===== src/rtl/serial_adder_ctrl.sv =====
// Bit-serial adder: one full-adder cell reused over WIDTH cycles, LSB first, with a registered carry.
// Optional subtract mode (Sub port, S = A - B, Co = no borrow) is enabled by defining SERIAL_ADDER_SUB_EN.

module fulladder (
  input  logic a,
  input  logic b,
  input  logic ci,
  output logic s,
  output logic co
);
  assign s  = a ^ b ^ ci;
  assign co = (a & b) | (a & ci) | (b & ci);
endmodule

// state   | meaning
// IDLE    | waiting for start; S/Co hold the last result
// ADD     | one operand bit per cycle through the cell
// DONE    | S/Co just updated; done pulse; start may be accepted here
module serial_adder_ctrl #(
  parameter int WIDTH = 8
) (
  input  logic             clk,
  input  logic             rst_n,
  input  logic             start,
  input  logic [WIDTH-1:0] A,
  input  logic [WIDTH-1:0] B,
  input  logic             Cin,
`ifdef SERIAL_ADDER_SUB_EN
  input  logic             Sub,
`endif
  output logic             busy,
  output logic             done,
  output logic [WIDTH-1:0] S,
  output logic             Co
);

  localparam int CNT_W = $clog2(WIDTH);
  localparam logic [CNT_W-1:0] CNT_LAST = CNT_W'(WIDTH - 1);
  localparam logic [WIDTH-2:0] SH_MSB   = (WIDTH-1)'(1) << (WIDTH - 2);

  localparam logic [1:0] ST_IDLE = 2'd0;
  localparam logic [1:0] ST_ADD  = 2'd1;
  localparam logic [1:0] ST_DONE = 2'd2;

  logic [1:0]       state_q, state_d;
  logic [WIDTH-1:0] a_sh_q, a_sh_d;
  logic [WIDTH-1:0] b_sh_q, b_sh_d;
  logic             carry_q, carry_d;
  logic [CNT_W-1:0] cnt_q, cnt_d;
  // Only WIDTH-1 partial sum bits are stored; the last bit comes straight from the cell.
  logic [WIDTH-2:0] s_sh_q, s_sh_d;
  logic [WIDTH-1:0] s_q, s_d;
  logic             co_q, co_d;

  logic fa_s;
  logic fa_co;
  logic accept;

  fulladder u_fa (
    .a  (a_sh_q[0]),
    .b  (b_sh_q[0]),
    .ci (carry_q),
    .s  (fa_s),
    .co (fa_co)
  );

  assign accept = start && (state_q != ST_ADD);

  always_comb begin
    state_d = state_q;
    a_sh_d  = a_sh_q;
    b_sh_d  = b_sh_q;
    carry_d = carry_q;
    cnt_d   = cnt_q;
    s_sh_d  = s_sh_q;
    s_d     = s_q;
    co_d    = co_q;

    case (state_q)
      ST_ADD: begin
        a_sh_d  = a_sh_q >> 1;
        b_sh_d  = b_sh_q >> 1;
        carry_d = fa_co;
        s_sh_d  = (s_sh_q >> 1) | (fa_s ? SH_MSB : '0);
        if (cnt_q == CNT_LAST) begin
          s_d     = {fa_s, s_sh_q};
          co_d    = fa_co;
          state_d = ST_DONE;
        end else begin
          cnt_d = cnt_q + CNT_W'(1);
        end
      end
      default: begin
        if (accept) begin
          a_sh_d  = A;
`ifdef SERIAL_ADDER_SUB_EN
          // Two's-complement subtract: invert B and force the carry-in.
          b_sh_d  = Sub ? ~B : B;
          carry_d = Sub ? 1'b1 : Cin;
`else
          b_sh_d  = B;
          carry_d = Cin;
`endif
          cnt_d   = '0;
          s_sh_d  = '0;
          state_d = ST_ADD;
        end else begin
          state_d = ST_IDLE;
        end
      end
    endcase
  end

  always_ff @(posedge clk or negedge rst_n) begin
    if (!rst_n) begin
      state_q <= ST_IDLE;
      a_sh_q  <= '0;
      b_sh_q  <= '0;
      carry_q <= 1'b0;
      cnt_q   <= '0;
      s_sh_q  <= '0;
      s_q     <= '0;
      co_q    <= 1'b0;
    end else begin
      state_q <= state_d;
      a_sh_q  <= a_sh_d;
      b_sh_q  <= b_sh_d;
      carry_q <= carry_d;
      cnt_q   <= cnt_d;
      s_sh_q  <= s_sh_d;
      s_q     <= s_d;
      co_q    <= co_d;
    end
  end

  assign busy = (state_q == ST_ADD);
  assign done = (state_q == ST_DONE);
  assign S    = s_q;
  assign Co   = co_q;

endmodule


===== config.mk =====
export PLATFORM = sky130hd
export DESIGN_NAME = serial_adder_ctrl
export DESIGN_NICKNAME = d
export VERILOG_FILES = /design/src/rtl/serial_adder_ctrl.sv
export SDC_FILE = /design/constraint.sdc
export NUM_CORES = 1
export LEC_CHECK = 0
export CORE_MARGIN = 1.5
export CORE_UTILIZATION = 50
export CTS_CLUSTER_DIAMETER = 200
export DETAILED_ROUTE_END_ITERATION = 10
export PLACE_DENSITY = 0.8
export SYNTH_ARGS = -nofsm -noshare
export SYNTH_HDL_FRONTEND = slang
export SYNTH_SLANG_ARGS = --single-unit

===== constraint.sdc =====
create_clock -name clk -period 1.62 [get_ports clk]
set_input_delay 0.486 -clock clk [delete_from_list [all_inputs] [get_ports clk]]
set_output_delay 0.486 -clock clk [all_outputs]
set_load 0.01 [all_outputs]

# Word-level counts from Yosys, hierarchy flattened
# Index checks and enable logic that the tools add are counted.
# Widths: inputs -> output; s select.
# classes
mul	0
eq_ne	6
add_sub_neg	1
n_reduce_logical	4
n_bitwise	8
n_lt_le_gt_ge	0
shift	0
n_div	0
muxes	15
# op_table
operator	n
$mux 8	4
$mux 7	3
$mux 3	3
$or 6x7->7	1
$mux 2	2
$ne 2x1->1 const B	2
$reduce_and 2->1	2
$add 3x1->3 const B	1
$and 1x1->1	3
$eq 3x3->1 const B	1
$mux 1	3
$eq 2x1->1 const B	1
$eq 2x2->1 const B	1
$ne 2x2->1 const B	1
$or 1x1->1	2
$reduce_bool 2->1	1
$xor 1x1->1	2
$logic_and 1x1->1	1
# word_totals
mem_bits_rw	0
romBits	0
wordCells	42
in_bits	20
ff_bits	38
latch_bits	0
output_inout_bits	11
mem_count	0

# Depth between registers and ports, before layout
# Gate-level depths: netlist of the first run.
# depth
depth_word	5
mapped_depth	6
ltp_nobuf	5

# Hierarchy
# Synthesis of the first run repeated with hierarchy kept, for this count alone.
# unflattened
cells_unflattened	122
area_unflattened_um2	1833.0
# modules_own_cells
module	seq_area_each_um2	cells_each	area_per_inst_um2	n_inst
serial_adder_ctrl	950.9	121	1813.0	1
fulladder	0.0	1	20.0	1

# Worst setup path before layout of the first run
# Ideal clock, no wire load.
# synth_path
path_kind	reg2reg
startpoint	register cnt_q[0]
endpoint	register co_q, in the netlist Co
t_arrival_ps	1365
t_required_ps	1495
synth_period_minus_slack_ps	1490
path_buffers	1
setup_slack_ps	130
path_stages_with_launch	6
setup_ps	125
cell_sequence	dfrtp_1 ha_1 ha_1 nand3b_1 buf_6 mux2_4
# synth_via
elab_chain_cells	2
# synth_rtl
item	line	source
start, declared	49	logic [CNT_W-1:0] cnt_q, cnt_d;
start signal, assigned	129	cnt_q <= cnt_d;
$eq 3x3->1	85	if (cnt_q == CNT_LAST) begin
$reduce_and 2->1 (no source line)	-	
end signal, assigned	132	co_q <= co_d;
end, declared	53	logic co_q, co_d;
# No other way between the ends.
# A chain may end at the register's enable or synchronous reset.

# Worst setup path in the final report of the first run
# layout_path
startpoint	register state_q[0]
endpoint	output busy
# layout_via
elab_chain_cells	1
# layout_rtl
item	line	source
start, declared	45	logic [1:0] state_q, state_d;
start signal, assigned	125	state_q <= state_d;
$eq 2x1->1	136	assign busy = (state_q == ST_ADD);
end, declared	31	output logic busy,
# No other way between the ends.

==> reports/qor.yml, run 1 <==
cts:
  cts.sinks: 38
  cts_tree: "built"
  holdBufCountCts: 0
  clock_latency_ps: 350
  htreeDepth: 2
  root_buffer: "clkbuf_4"
  clk_path_buf_depth: 2
  clk_pin_slew_ps: 110
  numCtsBuffers: 5
synthesis:
  netlist_instances: 143
  synthesis.nets: 166
  synth-adder-area-share_pct: 2.659
  synth_edf_count: 0
  synth_compound_area_share_pct: 8.346
  synthMuxAreaShare_pct: 19.13
  synth_area_per_cell_um2: 11.85
  synth-xor-area-share_pct: 0
  synthArstFlopShare_pct: 100.0
  ys_warn_count: 0
  synthDistinctLibCells: 18
  synth_seq_area_share_pct: 56.13
  syn-cell-area_mm2: 0.001694
  synth_seq_cells: 38
  synth-main-ff-cell: "dfrtp_1"
  synth_top_family_by_area: "multiplexers"
  yosys.area_share.simple_pct: 9.527
critical_path:
  reg2reg_from: "cnt_q[1]"
  end_kind: "output port"
  crit_arrival_ps: 1070
  cp.required_ps: 1130
  r2r_slack_ps: 70
  crit_start: "state_q[0]"
  cp-start-kind: "flop"
  r2r_cells: 5
  endpoint: "busy"
  r2r_end: "S[4]"
  crit_type: "flop to output port"
  worst-path-max-fanout: 3
drt:
  wl_per_cell_um: 13.41
  routed_wl_mm: 2.976
  drtPass1Iterations: 4
  vias_per_cell: 5.068
  drcViolationCount: 0
  ant_nets: 0
  drtIter0Drc: 36
  vias: 1125
timing:
  max_freq_ghz: 0.6412
  finalClockSkew_ps: 5.185
  finalMaxSlewViolations: 0
  min_period_over_period_pct: 96.27
  relSlewSlack_pct: 69.90
  period_needed_ps: 1560
  hold_viol_final: 0
  setup_viol: 0
  fin_setup_tns_ps: 0
  worst_pin_slew_ps: 451.5
run_status:
  status: "completed"
global_route:
  grt_overflow_total: 0
  grt_use_total_pct: 19.49
  grt_max_degree: 52
  antenna_found_initial: 0
  grt_first_pass_wirelength_mm: 5.133
  grt_pass1_vias: 1173
run:
  drv_cap: 0
place:
  place_congestion: 0.7170
  port_buffers: 30
  hpwl_mm: 2.124
pwr:
  powerDensity_mw_per_mm2: 1654
  leakagePower_nw: 1.076
  ir_drop_mv: 1.052
floorplan:
  die_area_mm2: 0.003747
  die_y_um: 61.21
  core_area_mm2: 0.003128
  die_w_um: 61.21
  start_util_pct: 54.16
  rows: 20
  ioPinCount: 31
cells_and_area:
  nets: 200
  antenna_cells: 0
  syn2layout_area_growth_pct: 28.21
  drive_gt1_share_pct: 18.54
  area.sequential_um2: 950.9
  multi_input_area_um2: 688.2
  fin_util_pct: 69.44
  nFillCells: 253
worst_hold_path:
  hold_class: "primary input to asynchronous set/reset pin"
layer usage:
layer | wire [um] | track usage (%) | up-vias | part of all wire [%]
met1 | 1312 | 23.38 | 536 | 44
met4 | 49 | 7.143 | 0 | 1.6
li1 | - | - | 550 | -
met5 | 0 | 0 | - | 0
met2 | 1439 | 31.76 | 33 | 48
met3 | 175 | 7.773 | 6 | 5.9
where the power goes:
group | switching (mW) | total [mW] | internal (mW)
Sequential | 0.222 | 1.53 | 1.31
Clock | 0.311 | 0.834 | 0.523
Combinational | 0.570 | 1.23 | 0.658
cell type report:
| type | instances | share of cell area, % |
|---|---|---|
| inverter | 2 | 0.3456 |
| tap | 44 | 2.535 |
| timing repair buffer | 37 | 16.53 |
| clock buffer | 6 | 2.362 |
| clock inverter | 2 | 2.765 |
| sequential | 38 | 43.78 |
| multi-input combinational | 93 | 31.68 |
cells in the mapped netlist, types with 3 or more instances:
library cell | instances | area share, %
a22o_1 | 3 | 1.6
buf_2 | 6 | 1.8
buf_4 | 3 | 1.3
dfrtp_1 | 38 | 56
mux2_2 | 3 | 2.0
mux2_4 | 8 | 7.1
mux2i_1 | 17 | 10
nand2_1 | 22 | 4.9
nand2b_1 | 7 | 2.6
nor2_1 | 4 | 0.89
o21ai_0 | 18 | 5.3
o21ai_1 | 5 | 1.5
registers in the layout, indices dropped and copies added, names as in the netlist:
signal and count:
Co 1, b_sh_q 8, s_sh_q 7, S 8, a_sh_q 8, state_q 2
carry_q 1, cnt_q 3
how the worst min path moves through the flow:
stage / end / slack, ps / depth (start not counted)
after floorplan: Co / 190 / 0
after global placement: b_sh_q[1] / 450 / 1
after detailed placement: b_sh_q[2] / 460 / 1
after CTS: b_sh_q[2] / 70 / 1
after global routing: b_sh_q[2] / 70 / 1
final: b_sh_q[2] / 70 / 1
cells by family (layout without fill, tap and decap cells):
logic type / count (synthesis) / in the layout
DFF: 38 / 38
and+or+nand+nor: 36 / 36
muxes: 28 / 28
AOI/OAI and AO/OA: 26 / 26
buffers and inverters: 12 / 47
adders and majority gates: 3 / 3
critical path, cell delays in order, from the launching register on:
cell	delay, ps
dfrtp_1	400
nor2b_4	190
buf_2	140
cell usage in the layout (no fill, tap or decap), types with 2 or more instances in the layout:
master and n:
dfrtp_1 38, nand2_1 22, o21ai_0 18, clkdlybuf4s50_1 18, mux2i_1 17, dlygate4sd2_1 9
mux2_4 8, nand2b_1 7, clkbuf_4 5, o21ai_1 4, nor2_1 4, mux2_2 3
a22o_1 3, buf_2 3, buf_4 3, inv_1 2, bufinv_16 2, buf_6 2
buf_12 2
timing repair:
| item | 4_1_cts | 5_1_grt |
|---|---|---|
| cloned | 0 | 0 |
| setup buffers | 0 | 2 |
| endpoints found under the hold margin | 0 | 0 |
| endpoints found under the setup margin | 12 | 4 |
| gates resized for setup | 18 | 5 |
| pin swaps | 1 | 1 |
metrics by stage:
| step | hold WS (ps) | setup WS (ps) | area, um2 | total power, mW | std cells |
|---|---|---|---|---|---|
| 3_5_place_dp | 455.4 | -57.01 | 2046 | 2.829 | 212 |
| 2_1_floorplan | 190.4 | 130.2 | 1694 | 2.372 | 143 |
| 6_report | 67.23 | 60.49 | 2172 | 3.593 | 222 |
| 3_3_place_gp | 453.4 | -12.26 | 2046 | 2.737 | 212 |
| 5_1_grt | 69.47 | -1.998 | 2172 | 3.876 | 222 |
| 4_1_cts | 72.86 | 8.821 | 2148 | 3.587 | 220 |
Note: power is estimated with default switching activity, not from simulation.
==> run 2, diff against run 1 <==
--- a/config.mk
+++ b/config.mk
@@ -7,9 +7,12 @@
 export LEC_CHECK = 0
 export CORE_MARGIN = 1.5
 export CORE_UTILIZATION = 50
+export CTS_BUF_LIST = sky130_fd_sc_hd__clkbuf_4
 export CTS_CLUSTER_DIAMETER = 200
 export DETAILED_ROUTE_END_ITERATION = 10
+export GPL_TIMING_DRIVEN = 0
 export PLACE_DENSITY = 0.8
+export SLEW_MARGIN = 10
 export SYNTH_ARGS = -nofsm -noshare
 export SYNTH_HDL_FRONTEND = slang
 export SYNTH_SLANG_ARGS = --single-unit
==> run 2 against run 1 <==
The run now ends with negative setup slack left. Highest routed layer unchanged. First-iteration DRC count rose by 19%. Largest power group unchanged. Maximum frequency fell by 7.6%. Total power rose by 0.76%.
==> reports/qor.yml, run 2 (synthesis results as in run 1) <==
cts:
  htreeDepth: 2
  clock_latency_ps: 340
  root_buffer: "clkbuf_4"
  cts.sinks: 38
  numCtsBuffers: 5
  clk_pin_slew_ps: 110
  clk_path_buf_depth: 2
  cts_tree: "built"
timing:
  worst_pin_slew_ps: 817.4
  setup_viol: 2
  relSlewSlack_pct: 45.51
  max_freq_ghz: 0.5927
  finalClockSkew_ps: 13.27
  period_needed_ps: 1687
  min_period_over_period_pct: 104.1
  finalMaxSlewViolations: 0
  rsz0062_at_grt: "true"
  hold_viol_final: 0
  fin_setup_tns_ps: -93.78
  fin_ws_ps: -67.13
floorplan:
  die_w_um: 61.21
  core_area_mm2: 0.003128
  ioPinCount: 31
  die_y_um: 61.21
  start_util_pct: 54.16
  rows: 20
  die_area_mm2: 0.003747
place:
  dp_cells: 216
  place_congestion: 0.7435
  hpwl_mm: 2.145
  port_buffers: 29
drt:
  routed_wl_mm: 3.334
  drcViolationCount: 0
  vias_per_cell: 5.291
  wl_per_cell_um: 14.50
  ant_nets: 0
  drtPass1Iterations: 4
  drtIter0Drc: 43
  vias: 1217
pwr:
  ir_drop_mv: 0.7455
  leakagePower_nw: 1.086
  combPwrFrac_pct: 39.0
  seqPwrFrac_pct: 42.8
  clkPwrFrac_pct: 18.2
  swShare_pct: 32.91
  p_int_mw: 2.429
  powerDensity_mw_per_mm2: 1661
  p_switching_mw: 1.192
global_route:
  grt_pass1_vias: 1195
  grt_max_degree: 39
  antenna_found_initial: 0
  grt_overflow_total: 0
  grt_first_pass_wirelength_mm: 5.326
  grt_use_total_pct: 19.55
cells_and_area:
  final_common_cell: "dfrtp_1"
  fin_cells: 230
  syn2layout_area_growth_pct: 28.66
  area.sequential_um2: 950.9
  final_cell_mix: "dfrtp_1 (38), nand2_1 (22), o21ai_0 (18)"
  antenna_cells: 0
  nFillCells: 241
  nets: 208
  drive_gt1_share_pct: 22.04
  multi_input_area_um2: 694.4
critical_path:
  r2r_slack_ps: 50
  crit_arrival_ps: 1200
  reg2reg_from: "cnt_q[1]"
  cp-start-kind: "flop"
  r2r_cells: 5
  crit_type: "flop to output port"
  end_kind: "output port"
  cp.required_ps: 1130
  r2r_end: "S[4]"
  worst-path-max-fanout: 6
run:
  drv_cap: 0
run_status:
  status: "complete, but fails checks"
  violations: "negative setup slack"
worst_hold_path:
  hold_class: "primary input to asynchronous set/reset pin"
[run 2: cell count changes in the layout (fill, tap and decap cells not counted), sizes merged]
cell and delta:
bufinv -1, buf +9, clkdlybuf4s50 -1, clkbuf +1
[run 2: layout make-up]
class / count / share of cell area, %
clock buffer: 7 / 2.411
tap: 44 / 2.526
multi-input combinational: 93 / 31.86
sequential: 38 / 43.63
timing repair buffer: 36 / 14.98
clock inverter: 1 / 1.378
inverter: 2 / 0.3444
buffer: 9 / 2.870
[run 2: worst max-delay path, stage by stage, from the launching register on]
cell	delay (ps)
dfrtp_1	430
nor2b_4	210
buf_6	130
buf_6	90
[run 2: timing repair]
item / CTS / global route
gates resized for setup: 26 / 2
gates cloned: 1 / 0
setup endpoints to repair: 20 / 9
buffers inserted: 3 / 3
pin swaps: 1 / 1
hold buffers: 0 / 0
[run 2: through the flow]
stage	util [%]	area [um2]	hold slack (ps)	worst slack, ps	total power, mW
CTS	68.92	2156	247.0	-97.60	3.570
global placement	65.20	2039	457.2	-771.3	2.800
finish	69.68	2180	227.0	-67.13	3.620
detailed placement	65.04	2034	468.6	-275.2	2.880
floorplan	-	1694	190.4	130.2	2.372
global route	69.68	2180	289.9	-118.1	3.868
[run 2: per-layer routing]
| layer | share of wire (%) | global-route usage [%] | vias to the layer above | routed length [um] |
|---|---|---|---|---|
| li1 | - | - | 572 | - |
| met1 | 42 | 23.86 | 594 | 1389 |
| met2 | 51 | 34.19 | 42 | 1698 |
| met3 | 5.3 | 4.412 | 9 | 177 |
| met4 | 2.1 | 6.522 | 0 | 69 |
| met5 | 0 | 0 | - | 0 |
[run 2: power by group through the flow]
stage | clock network, mW | registers (mW) | logic, mW
2_1_floorplan | 0 | 1.54 | 0.829
3_3_place_gp | 0 | 1.53 | 1.27
3_5_place_dp | 0 | 1.55 | 1.33
4_1_cts | 0.669 | 1.54 | 1.36
5_1_grt | 0.708 | 1.60 | 1.56
6_report | 0.660 | 1.55 | 1.41
[run 2: worst max path at each step]
stage	from	to	cells after the start
5_1_grt	state_q[1]	busy	3
2_1_floorplan	cnt_q[0]	Co	5
4_1_cts	state_q[0]	busy	4
6_report	state_q[1]	busy	3
3_5_place_dp	state_q[0]	busy	4
3_3_place_gp	rst_n	S[4]	1
